<file path="src/rtl/booth_pkg.sv">
// Shared types for the radix-4 Booth multiplier: FSM states, partial-product selects, digit recode.
// Latency: n/a (types and a pure combinational function only).
// Backpressure: n/a.
package booth_pkg;

    typedef enum logic [1:0] {
        IDLE = 2'd0,
        RUN  = 2'd1,
        DONE = 2'd2
    } state_t;

    // Magnitude of the partial product; the sign travels separately as neg.
    typedef enum logic [1:0] {
        SEL_ZERO = 2'd0,
        SEL_M    = 2'd1,
        SEL_2M   = 2'd2
    } sel_t;

    typedef struct packed {
        sel_t sel;
        logic neg;
    } booth_dig_t;

    // Radix-4 Booth recode of {q[1], q[0], q_m1}.
    function automatic booth_dig_t booth_recode(input logic [2:0] bits);
        booth_dig_t d;
        d.sel = SEL_ZERO;
        d.neg = 1'b0;
        case (bits)
            3'b001, 3'b010: d.sel = SEL_M;
            3'b011:         d.sel = SEL_2M;
            3'b100: begin
                d.sel = SEL_2M;
                d.neg = 1'b1;
            end
            3'b101, 3'b110: begin
                d.sel = SEL_M;
                d.neg = 1'b1;
            end
            default: begin
                d.sel = SEL_ZERO;
                d.neg = 1'b0;
            end
        endcase
        return d;
    endfunction

endpackage

</file>
<file path="src/rtl/booth_acc_add.sv">
// Accumulate adder: PW-bit sum built from chained 4-bit CLA cells, carry-out discarded (wraps mod 2^PW).
// Latency: combinational, full ripple across PW/4 cells in one cycle.
// Backpressure: none.
// Ports: a, b (PW-bit addends), cin; sum (PW-bit).
module booth_acc_add #(
    parameter int PW = 16
) (
    input  logic [PW-1:0] a,
    input  logic [PW-1:0] b,
    input  logic          cin,
    output logic [PW-1:0] sum
);

    localparam int NCELL = PW / 4;

    logic [NCELL:0] carry;
    logic           carry_unused;

    assign carry[0] = cin;

    for (genvar i = 0; i < NCELL; i++) begin : g_cell
        cla4 u_cla4 (
            .a    (a[4*i +: 4]),
            .b    (b[4*i +: 4]),
            .cin  (carry[i]),
            .sum  (sum[4*i +: 4]),
            .cout (carry[i+1])
        );
    end

    // Product arithmetic is modular; the final carry has no consumer.
    assign carry_unused = carry[NCELL];

endmodule

</file>
<file path="src/rtl/cla4.sv">
// 4-bit carry-lookahead adder cell.
// Latency: combinational.
// Backpressure: none.
// Ports: a, b (4-bit addends), cin; sum (4-bit), cout.
module cla4 (
    input  logic [3:0] a,
    input  logic [3:0] b,
    input  logic       cin,
    output logic [3:0] sum,
    output logic       cout
);

    logic [3:0] g;
    logic [3:0] p;
    logic [3:0] c;

    assign g = a & b;
    assign p = a ^ b;

    // Flat lookahead: every carry is a two-level function of g, p and cin.
    assign c[0] = cin;
    assign c[1] = g[0] | (p[0] & cin);
    assign c[2] = g[1] | (p[1] & g[0]) | (p[1] & p[0] & cin);
    assign c[3] = g[2] | (p[2] & g[1]) | (p[2] & p[1] & g[0])
                | (p[2] & p[1] & p[0] & cin);
    assign cout = g[3] | (p[3] & g[2]) | (p[3] & p[2] & g[1])
                | (p[3] & p[2] & p[1] & g[0]) | (p[3] & p[2] & p[1] & p[0] & cin);

    assign sum = p ^ c;

endmodule

</file>
<file path="src/rtl/booth_r4_seq.sv">
// Sequential signed radix-4 Booth multiplier, one Booth digit retired per clock.
// Latency: product valid WIDTH/2 edges after the accept edge; one IDLE cycle between products.
// Backpressure: product held in DONE until out_ready; in_ready low throughout RUN and DONE.
// Ports: clk, rst_n; in_valid/in_ready/in_a/in_b operand channel; out_valid/out_ready/out_p product channel.
module booth_r4_seq
    import booth_pkg::*;
#(
    parameter int WIDTH = 8
) (
    input  logic               clk,
    input  logic               rst_n,
    input  logic               in_valid,
    output logic               in_ready,
    input  logic [WIDTH-1:0]   in_a,
    input  logic [WIDTH-1:0]   in_b,
    output logic               out_valid,
    input  logic               out_ready,
    output logic [2*WIDTH-1:0] out_p
);

    localparam int PW = 2 * WIDTH;
    localparam int CW = $clog2(WIDTH / 2);
    localparam logic [CW-1:0] CNT_LAST = CW'(WIDTH / 2 - 1);

    state_t          state;
    state_t          state_nxt;
    logic [PW-1:0]   mcand;
    logic [WIDTH-1:0] q;
    logic            q_m1;
    logic [CW-1:0]   cnt;
    logic [PW-1:0]   acc;

    booth_dig_t      dig;
    logic [PW-1:0]   pp;
    logic [PW-1:0]   addend;
    logic [PW-1:0]   acc_sum;

    logic            load;
    logic            step;
    logic            last_step;

    assign load      = (state == IDLE) && in_valid;
    assign step      = (state == RUN);
    assign last_step = step && (cnt == CNT_LAST);

    // FSM
    always_ff @(posedge clk or negedge rst_n) begin
        if (!rst_n) begin
            state <= IDLE;
        end else begin
            state <= state_nxt;
        end
    end

    always_comb begin
        state_nxt = state;
        in_ready  = 1'b0;
        out_valid = 1'b0;
        case (state)
            IDLE: begin
                in_ready = 1'b1;
                if (in_valid) state_nxt = RUN;
            end
            RUN: begin
                if (cnt == CNT_LAST) state_nxt = DONE;
            end
            DONE: begin
                out_valid = 1'b1;
                if (out_ready) state_nxt = IDLE;
            end
            default: state_nxt = IDLE;
        endcase
    end

    // Booth digit and partial-product mux
    assign dig = booth_recode({q[1:0], q_m1});

    always_comb begin
        pp = '0;
        case (dig.sel)
            SEL_M:   pp = mcand;
            SEL_2M:  pp = mcand << 1;
            default: pp = '0;
        endcase
    end

    // Negation as invert plus carry-in so the subtract shares the add chain.
    assign addend = dig.neg ? ~pp : pp;

    booth_acc_add #(
        .PW (PW)
    ) u_acc_add (
        .a   (acc),
        .b   (addend),
        .cin (dig.neg),
        .sum (acc_sum)
    );

    // Datapath registers
    always_ff @(posedge clk or negedge rst_n) begin
        if (!rst_n) begin
            mcand <= '0;
            q     <= '0;
            q_m1  <= 1'b0;
            cnt   <= '0;
            acc   <= '0;
            out_p <= '0;
        end else if (load) begin
            mcand <= {{WIDTH{in_a[WIDTH-1]}}, in_a};
            q     <= in_b;
            q_m1  <= 1'b0;
            cnt   <= '0;
            acc   <= '0;
        end else if (step) begin
            acc   <= acc_sum;
            mcand <= mcand << 2;
            q     <= {{2{q[WIDTH-1]}}, q[WIDTH-1:2]};
            q_m1  <= q[1];
            cnt   <= cnt + CW'(1);
            // out_p only moves on entry to DONE so the consumer sees a stable value.
            if (last_step) out_p <= acc_sum;
        end
    end

endmodule

</file>
<file path="config.mk">
export PLATFORM = sky130hd
export DESIGN_NAME = booth_r4_seq
export DESIGN_NICKNAME = d
export VERILOG_FILES = /design/src/rtl/booth_pkg.sv /design/src/rtl/booth_acc_add.sv /design/src/rtl/cla4.sv /design/src/rtl/booth_r4_seq.sv
export SDC_FILE = /design/constraint.sdc
export NUM_CORES = 1
export LEC_CHECK = 0
export CAP_MARGIN = 30
export CORE_ASPECT_RATIO = 0.75
export CORE_MARGIN = 8
export CORE_UTILIZATION = 50
export CTS_BUF_LIST = sky130_fd_sc_hd__clkbuf_4 sky130_fd_sc_hd__clkbuf_8
export DETAILED_ROUTE_END_ITERATION = 12
export PLACE_DENSITY = 0.83
export SYNTH_ARGS = -nofsm -noshare
export SYNTH_HDL_FRONTEND = slang
export SYNTH_SLANG_ARGS = --single-unit
</file>
<file path="constraint.sdc">
create_clock -name clk -period 5.5 [get_ports clk]
set_input_delay 1.1 -clock clk [delete_from_list [all_inputs] [get_ports clk]]
set_output_delay 1.1 -clock clk [all_outputs]
set_load 0.1 [all_outputs]
</file>
==> run_results.csv, run 1 <==
group,metric,value,unit
floorplanning,die_h,87.8,um
synthesis,synth-edff-count,0,
placement,portBuffers,37,
clock_network,cts.clk_slew.worst_paths,70,ps
synthesis,synth.net_count,416,
floorplanning,ios,38,
synthesis,synthCells,371,
clock_network,root_buffer,"clkbuf_8",
floorplanning,core,6730,um^2
worst_setup_path,reg2reg_from,"q[0]",
clock_network,cts_buffers,9,
placement,hpwl,5.30,mm
grt,grt_pass1_vias,2729,
clock_network,clock-sinks,61,
route,drt-pass1-iter-count,4,
synthesis,ys_warn_count,0,
floorplanning,die_w,112,um
hold_path,min_from,"out_p[8]",
clock_network,post_cts_resize_count,0,
worst_setup_path,cp.arrival,4520,ps
sta,maxSlewViolCount,0,
flow_run,maxCapViolCount,0,
clock_network,cts_hold_buf,0,
clock_network,postCtsSetupBuffers,0,
synthesis,synth.distinct_cells,40,
route,drc,0,
layout,drive_gt1_share,5.91,%
synthesis,synth_area_leaders,"dfrtp_1, ha_1, nand2_1",
sta,fmax,231,MHz
clock_network,htree_levels,3,
synthesis,ys_seq_area_share,44.4,%
floorplanning,fp-row-count,26,
layout,fillers,569,
synthesis,syn_area,3440,um^2
worst_setup_path,start_kind,"flop",
route,top_layer,"met4",
outcome,outcome,"finished, final reports clean",
layout,area_growth,17.2,%
synthesis,avgSynthCellArea,9.27,um^2
sta,hold_violations,0,
synthesis,ys_ff_latch,61,
grt,grt_overflow,0,
synthesis,synthArstFlopShare,100,%
layout,final-seq-area,1530,um^2
sta,fin_skew,7.28,ps
clock_network,cts_tree,"yes",
grt,antenna_found_initial,0,
synthesis,synth_top_flop_cell,"dfrtp_1",
placement,dpl.cell_count,475,
sta,rsz0062_at_grt,"false",
route,drtIter0Drc,137,
worst_setup_path,cp-startpoint,"q[0]",
placement,place_congestion,0.887,
hold_path,hold_class,"reg2reg",
sta,fin_tns_setup,0,ps
layout,antennaDiodeCount,0,
worst_setup_path,endpoint_kind,"flop",
route,dr_wl_met3,354,um
sta,worst_slew_pin_slew,1010,ps
clock_network,clkLatencyLatePin,350,ps
synthesis,synth_top_area_share,44.4,%
clock_network,clk_path_buf_depth,2,
layout,finalNonFillerCells,490,
floorplanning,start_util,51.1,%
route,vias,2741,
sta,fin_crit_sh,78.7,%
route,vias_per_cell,5.59,
sta,relSlewSlack,32.2,%
layout,multi_input_area,1770,um^2
layout,fin_nets,447,
grt,grt_usage,16.5,%
grt,grt_max_degree,62,
route,wl,7.47,mm
sta,finalSetupViolCount,0,
floorplanning,die_area,9810,um^2
worst_setup_path,worstPathRequired,5690,ps
worst_setup_path,cp_max_fo,16,
route,wl_met2,3.48,mm
route,wl_per_cell,15.2,um
worst_setup_path,crit_type,"reg2reg",
grt,grt_first_pass_wirelength,13.0,mm
route,antenna_left,0,
synthesis,synth_top_area_cell,"dfrtp_1",
sta,finalCriticalPeriod,4330,ps
route,wl_met1,3.58,mm
-- registers in the layout (all words and copies together) (netlist names) --
signal	cells
state	2
mcand	16
q	8
cnt	2
q_m1	1
acc	16
out_p	16
-- critical path, cell delays in order, from the launching register on --
cell and delay, ps:
dfrtp_1 370, inv_1 90, ha_1 260, mux2_2 300
ha_1 290, nor2b_1 110, buf_4 200, nand2_1 120
xnor2_1 140, ha_1 330, o311ai_0 160, a21oi_1 330
o21ai_0 160, a21oi_1 340, o21a_1 210, nor2_1 70
fa_1 370, xor2_1 190, o21ai_0 120
-- routing by layer --
layer,up-vias,track usage (%)
met1,1324,20.7
met3,7,6.34
met4,0,4.57
met5,-,0
li1,1360,-
met2,50,26.1
-- layout make-up --
cell class / count / share of cell area [%]
sequential: 61 / 37.9
clock inverter: 2 / 0.248
timing repair buffer: 41 / 9.81
multi-input combinational: 273 / 44.0
clock buffer: 13 / 3.97
inverter: 16 / 1.49
tap: 84 / 2.61
-- cell usage after synthesis, types with 2 or more instances --
master,number
nand3_1,18
o31ai_1,5
a22o_1,3
nor2_1,11
o21bai_1,2
buf_1,3
fa_1,3
nand2b_1,3
a22oi_1,20
and2_1,4
nor3_1,2
clkbuf_1,17
a211oi_1,2
o21ai_0,36
o211ai_1,2
xor2_1,5
inv_1,16
nand2_1,73
dfrtp_1,61
ha_1,22
xnor2_1,20
a21oi_1,8
a221o_1,3
nor2b_1,3
a21o_1,2
a31oi_1,13
-- cell usage in the layout (no fill, tap or decap), types with 3 or more instances in the layout --
cell	netlist	routed
a31oi_1	13	13
o21ai_0	36	36
buf_4	0	4
nand3_1	18	18
ha_1	22	22
a221o_1	3	3
clkbuf_8	0	10
dfrtp_1	61	61
and2_1	4	4
clkdlybuf4s50_1	0	36
o31ai_1	5	5
nand2_1	73	73
fa_1	3	3
a21oi_1	8	8
xnor2_1	20	20
a22oi_1	20	20
nor2_1	11	11
nor2b_1	3	3
inv_1	16	16
clkbuf_4	0	3
xor2_1	5	5
a22o_1	3	3
-- through the flow --
step / setup WS, ps / hold WS (ps) / instance area, um^2 / utilization, %
after global placement: 1400 / 460 / 3860 / 57.3
after CTS: 1180 / 480 / 4030 / 59.9
final: 1170 / 477 / 4030 / 59.9
after floorplan: 1440 / 437 / 3440 / -
after detailed placement: 1210 / 454 / 3860 / 57.3
after global routing: 789 / 508 / 4030 / 59.9
-- cell families after synthesis --
family / synth area share [%]
compound gates: 19.3
xor+xnor: 7.02
fa+ha+maj: 9.75
buf+inv: 4.08
flops: 44.4
mux: 0.619
simple gates: 14.9
-- worst paths after layout --
check	to	slack, ps	cells after the start
setup / recovery	out_p[13]	1170	18
max in group asynchronous	acc[5]	4090	2
hold reg to reg	out_p[8]	480	2
min in group asynchronous	out_p[12]	920	2
hold / removal	out_p[8]	480	2
setup reg to reg	out_p[13]	1170	18
Power of run 1 is not shown: default switching activity piles up to over one toggle a cycle in this logic, so the estimate is an artifact.
==> run 2: changes to the inputs <==
==> constraint.sdc (replaced) <==
create_clock -name clk -period 4.03 [get_ports clk]
set_input_delay 0.806 -clock clk [delete_from_list [all_inputs] [get_ports clk]]
set_output_delay 0.806 -clock clk [all_outputs]
set_load 0.1 [all_outputs]
==> run_results.csv, run 2 (synthesis gave the netlist of run 1 again) <==
group,metric,value,unit
clock_network,root_buffer,"clkbuf_8",
layout,antennaDiodeCount,0,
clock_network,cts_hold_buf,0,
layout,fin_nets,466,
clock_network,clock-sinks,61,
placement,place_area,3910,um^2
sta,finalCriticalPeriod,3880,ps
grt,grt_first_pass_wirelength,12.9,mm
worst_setup_path,endpoint_kind,"flop",
route,vias,2842,
worst_setup_path,cp_slowest_cell,"or4_1",
layout,finalNonFillerCells,508,
clock_network,htree_levels,3,
layout,area_growth,23.9,%
floorplanning,core,6730,um^2
worst_setup_path,path_buf_inv,3,
worst_setup_path,crit_family,"compound AO/OA/AOI/OAI gates",
route,antenna_left,0,
floorplanning,fp-row-count,26,
route,drt-pass1-iter-count,5,
grt,grt_usage,16.4,%
outcome,outcome,"finished, final reports clean",
sta,worst_slew_pin_slew,974,ps
sta,worst_hold_slack,461,ps
placement,portBuffers,37,
worst_setup_path,start_kind,"flop",
layout,final_cell_mix,"nand2_1, dfrtp_1, clkdlybuf4s50_1, o21ai_0, buf_4",
sta,relSlewSlack,34.9,%
placement,place_congestion,0.886,
route,vias_per_cell,5.59,
hold_path,hold_class,"in2async",
layout,fillers,535,
worst_setup_path,cp-startpoint,"q_m1",
sta,fin_crit_sh,96.3,%
route,wl_per_cell,15.7,um
worst_setup_path,cp.arrival,4160,ps
sta,fmax,258,MHz
clock_network,cts_buffers,9,
worst_setup_path,max_stage_delay,480,ps
route,wl,7.98,mm
clock_network,clk_path_buf_depth,2,
worst_setup_path,cp_max_fo,8,
floorplanning,die_w,112,um
worst_setup_path,crit_type,"reg2reg",
clock_network,cts.clk_slew.worst_paths,60,ps
grt,grt_max_degree,36,
worst_setup_path,reg2reg_from,"q_m1",
floorplanning,die_h,87.8,um
floorplanning,start_util,51.1,%
layout,final_cell_area,4260,um^2
clock_network,cts_tree,"yes",
placement,dpl.cell_count,482,
layout,drive_gt1_share,13.4,%
clock_network,clkLatencyLatePin,340,ps
route,drtIter0Drc,141,
floorplanning,ios,38,
layout,final_common_cell,"nand2_1",
floorplanning,die_area,9810,um^2
sta,fin_tns_setup,0,ps
layout,top_regs,"acc (16), mcand (16), out_p (16)",
placement,hpwl,5.51,mm
worst_setup_path,worstPathRequired,4310,ps
sta,hold_violations,0,
sta,finalSetupViolCount,0,
grt,antenna_found_initial,0,
sta,fin_skew,7.59,ps
route,drc,0,
worst_setup_path,worstPathCellList,"inv_1 > ha_4 > mux2_2 > ha_1 > nor2b_2 > buf_4 > buf_4 > a22oi_1 > xnor2_1 > ha_1 > a2111o_1 > a21o_1 > a22oi_2 > nand2_2 > or4_1 > nand3_1",
flow_run,maxCapViolCount,0,
grt,grt_overflow,0,
grt,grt_pass1_vias,2753,
sta,maxSlewViolCount,0,
## run 2: cell types whose count changed in the layout (fill, tap and decap cells not counted), moves of 3 or more
cell,before,now
a21oi_1,8,5
a21oi_2,0,3
buf_4,4,22
clkbuf_4,3,0
clkbuf_8,10,13
o21ai_0,36,33
o21ai_2,0,3
## run 2: worst register-to-register path: cells and delay by family (launching register included)
family / cells / cell delay [ps]
AO/OA/AOI/OAI: 4 / 940
adder cells (fa/ha/maj): 3 / 880
AND/OR/NAND/NOR: 4 / 810
buffers and inverters: 3 / 410
flip-flops: 1 / 370
multiplexers: 1 / 280
XOR/XNOR: 1 / 140
## run 2: layer usage
layer  vias up  track usage (%)  part of all wire (%)
met3        10             5.23                   5.5
met2        79             26.2                    48
li1       1397                -                     -
met1      1356             20.5                    45
met5         -                0                     0
met4         0             6.06                   1.1
## run 2: final cells by class
| type | count | area [um^2] | share of cell area, % |
|---|---|---|---|
| clock buffers | 13 | 179 | 4.20 |
| flip-flops and latches | 61 | 1530 | 35.8 |
| well taps | 84 | 105 | 2.47 |
| multi-input cells | 273 | 1840 | 43.3 |
| clock inverters | 1 | 5.00 | 0.117 |
| inverters | 16 | 60.1 | 1.41 |
| repair buffers | 60 | 542 | 12.7 |
## run 2: worst paths after layout
path	end	slack (ps)	depth (start not counted)
max reg2reg	acc[15]	150	16
min reg2reg	out_p[14]	470	2
min	acc[12]	460	1
max	acc[15]	150	16
max in group asynchronous	q[0]	2700	2
min in group clk	out_p[14]	470	2
## run 2: through the flow
stage,setup WS (ps),utilization [%]
floorplan,27.0,-
finish,151,63.3
global route,-93.0,63.3
detailed placement,-93.4,58.1
global placement,156,58.1
CTS,40.9,61.4
## run 2: repair_timing
| item | CTS | global route |
|---|---|---|
| endpoints found under the setup margin | 4 | 8 |
| setup buffers | 3 | 8 |
| resized for setup | 3 | 18 |
| gates cloned | 0 | 1 |
| pin swaps | 4 | 11 |
Power of run 2 is left out for the same reason.
==> run 3: changes to the inputs <==
--- a/config.mk
+++ b/config.mk
@@ -8,10 +8,10 @@
 export CAP_MARGIN = 30
 export CORE_ASPECT_RATIO = 0.75
 export CORE_MARGIN = 8
-export CORE_UTILIZATION = 50
+export CORE_UTILIZATION = 30
 export CTS_BUF_LIST = sky130_fd_sc_hd__clkbuf_4 sky130_fd_sc_hd__clkbuf_8
 export DETAILED_ROUTE_END_ITERATION = 12
-export PLACE_DENSITY = 0.83
+export PLACE_DENSITY = 0.59
 export SYNTH_ARGS = -nofsm -noshare
 export SYNTH_HDL_FRONTEND = slang
 export SYNTH_SLANG_ARGS = --single-unit
==> run_results.csv, run 3 (synthesis gave the netlist of run 1 again) <==
group,metric,value,unit
sta,fin_skew,6.00,ps
placement,place_congestion,0.836,
grt,grt_first_pass_wirelength,13.4,mm
route,drtIter0Drc,129,
route,dr_wl_met3,385,um
grt,grt_max_degree,38,
clock_network,cts_buffers,9,
clock_network,clk_path_buf_depth,2,
route,wl_met2,3.76,mm
route,wl_per_cell,14.5,um
placement,portBuffers,37,
worst_setup_path,crit_type,"reg2reg",
layout,antennaDiodeCount,0,
clock_network,cts_tree,"yes",
layout,final_cell_mix,"nand2_1, dfrtp_1, clkdlybuf4s50_1, o21ai_0, ha_1",
hold_path,min_path_cells,2,
route,wl_met1,3.97,mm
floorplanning,die_h,109,um
floorplanning,core,11400,um^2
hold_path,hold_class,"reg2reg",
worst_setup_path,r2r_cells,17,
route,top_layer,"met4",
sta,fmax,261,MHz
layout,top_regs,"acc (16), mcand (16), out_p (16)",
floorplanning,die_w,140,um
clock_network,root_buffer,"clkbuf_8",
worst_setup_path,cp.arrival,4120,ps
sta,finalSetupViolCount,0,
clock_network,clock-sinks,61,
sta,fin_crit_sh,95.2,%
route,drc,0,
floorplanning,ios,38,
worst_setup_path,reg2reg_from,"q_m1",
sta,worst_slew_pin_slew,979,ps
hold_path,worstHoldEndpoint,"out_p[14]",
layout,drive_gt1_share,12.1,%
outcome,outcome,"finished, final reports clean",
clock_network,cts_hold_buf,0,
layout,final_common_cell,"nand2_1",
sta,hold_violations,0,
sta,relSlewSlack,34.5,%
worst_setup_path,reg2reg_to,"acc[15]",
layout,fin_nets,465,
route,drt-pass1-iter-count,4,
floorplanning,fp-row-count,34,
placement,place_area,4000,um^2
clock_network,clkLatencyLatePin,350,ps
grt,grt_pass1_vias,2724,
layout,final_cell_area,4300,um^2
worst_setup_path,regToRegSetupSlack,190,ps
sta,maxSlewViolCount,0,
hold_path,min_from,"out_p[14]",
placement,hpwl,5.93,mm
clock_network,htree_levels,3,
worst_setup_path,endpoint_kind,"flop",
layout,area_growth,25.1,%
sta,finalCriticalPeriod,3840,ps
route,antenna_left,0,
grt,antenna_found_initial,0,
worst_setup_path,cp_max_fo,8,
grt,grt_usage,11.0,%
floorplanning,die_area,15200,um^2
flow_run,maxCapViolCount,0,
route,vias,2826,
floorplanning,start_util,30.2,%
grt,grt_overflow,0,
worst_setup_path,start_kind,"flop",
route,vias_per_cell,4.98,
worst_setup_path,worstPathRequired,4310,ps
clock_network,cts.clk_slew.worst_paths,60,ps
route,wl,8.22,mm
==> run 3: through the flow <==
step | setup WS [ps] | hold WS, ps | setup TNS (ps) | utilization [%] | std cells
detailed placement | -24.0 | 472 | -24.0 | 35.1 | 544
CTS | 20.3 | 486 | 0 | 36.6 | 558
global placement | 96.8 | 451 | 0 | 35.1 | 544
finish | 193 | 477 | 0 | 37.7 | 567
global route | -3.88 | 498 | -3.88 | 37.7 | 567
floorplan | 27.0 | 437 | 0 | - | 371
==> run 3: worst max path at each step <==
| stage | cells after the start | start | end |
|---|---|---|---|
| final | 17 | q_m1 | acc[15] |
| after floorplan | 18 | q[0] | out_p[13] |
| after global placement | 18 | q[0] | out_p[13] |
| after global routing | 19 | q_m1 | out_p[13] |
| after detailed placement | 18 | q[0] | out_p[13] |
| after CTS | 18 | q[0] | out_p[13] |
==> run 3: timing repair <==
item / 4_1_cts / 5_1_grt
cloned: 0 / 1
resized for setup: 2 / 16
pin swaps: 1 / 6
setup endpoints to repair: 2 / 7
endpoints found under the hold margin: 0 / 0
buffers inserted: 0 / 8
==> run 3: final cells by class <==
type                    instances  area (um^2)
clock inverters                 2         10.0
repair buffers                 59          536
clock buffers                  12          159
flip-flops and latches         61         1530
inverters                      16         60.1
well taps                     144          180
multi-input cells             273         1830
fillers                      1143         7100
==> run 3: worst max-delay path: stages, from the launching register on <==
cell and delay (ps):
dfrtp_1 380, inv_1 90, ha_2 210, mux2_2 300, ha_4 290, nor2b_1 60, buf_6 130, clkbuf_4 160
buf_4 140, a22o_1 190, xnor2_1 150, ha_1 210, a2111o_1 370, a21o_1 170, a22oi_2 220, nand2_1 130
or4_1 480, nand3_1 90
==> run 3: per-layer routing <==
layer / up-vias / global-route usage [%]
li1: 1395 / -
met1: 1369 / 14.0
met2: 50 / 16.9
met3: 12 / 4.02
met4: 0 / 4.09
met5: - / 0
Power of run 3 is left out for the same reason.
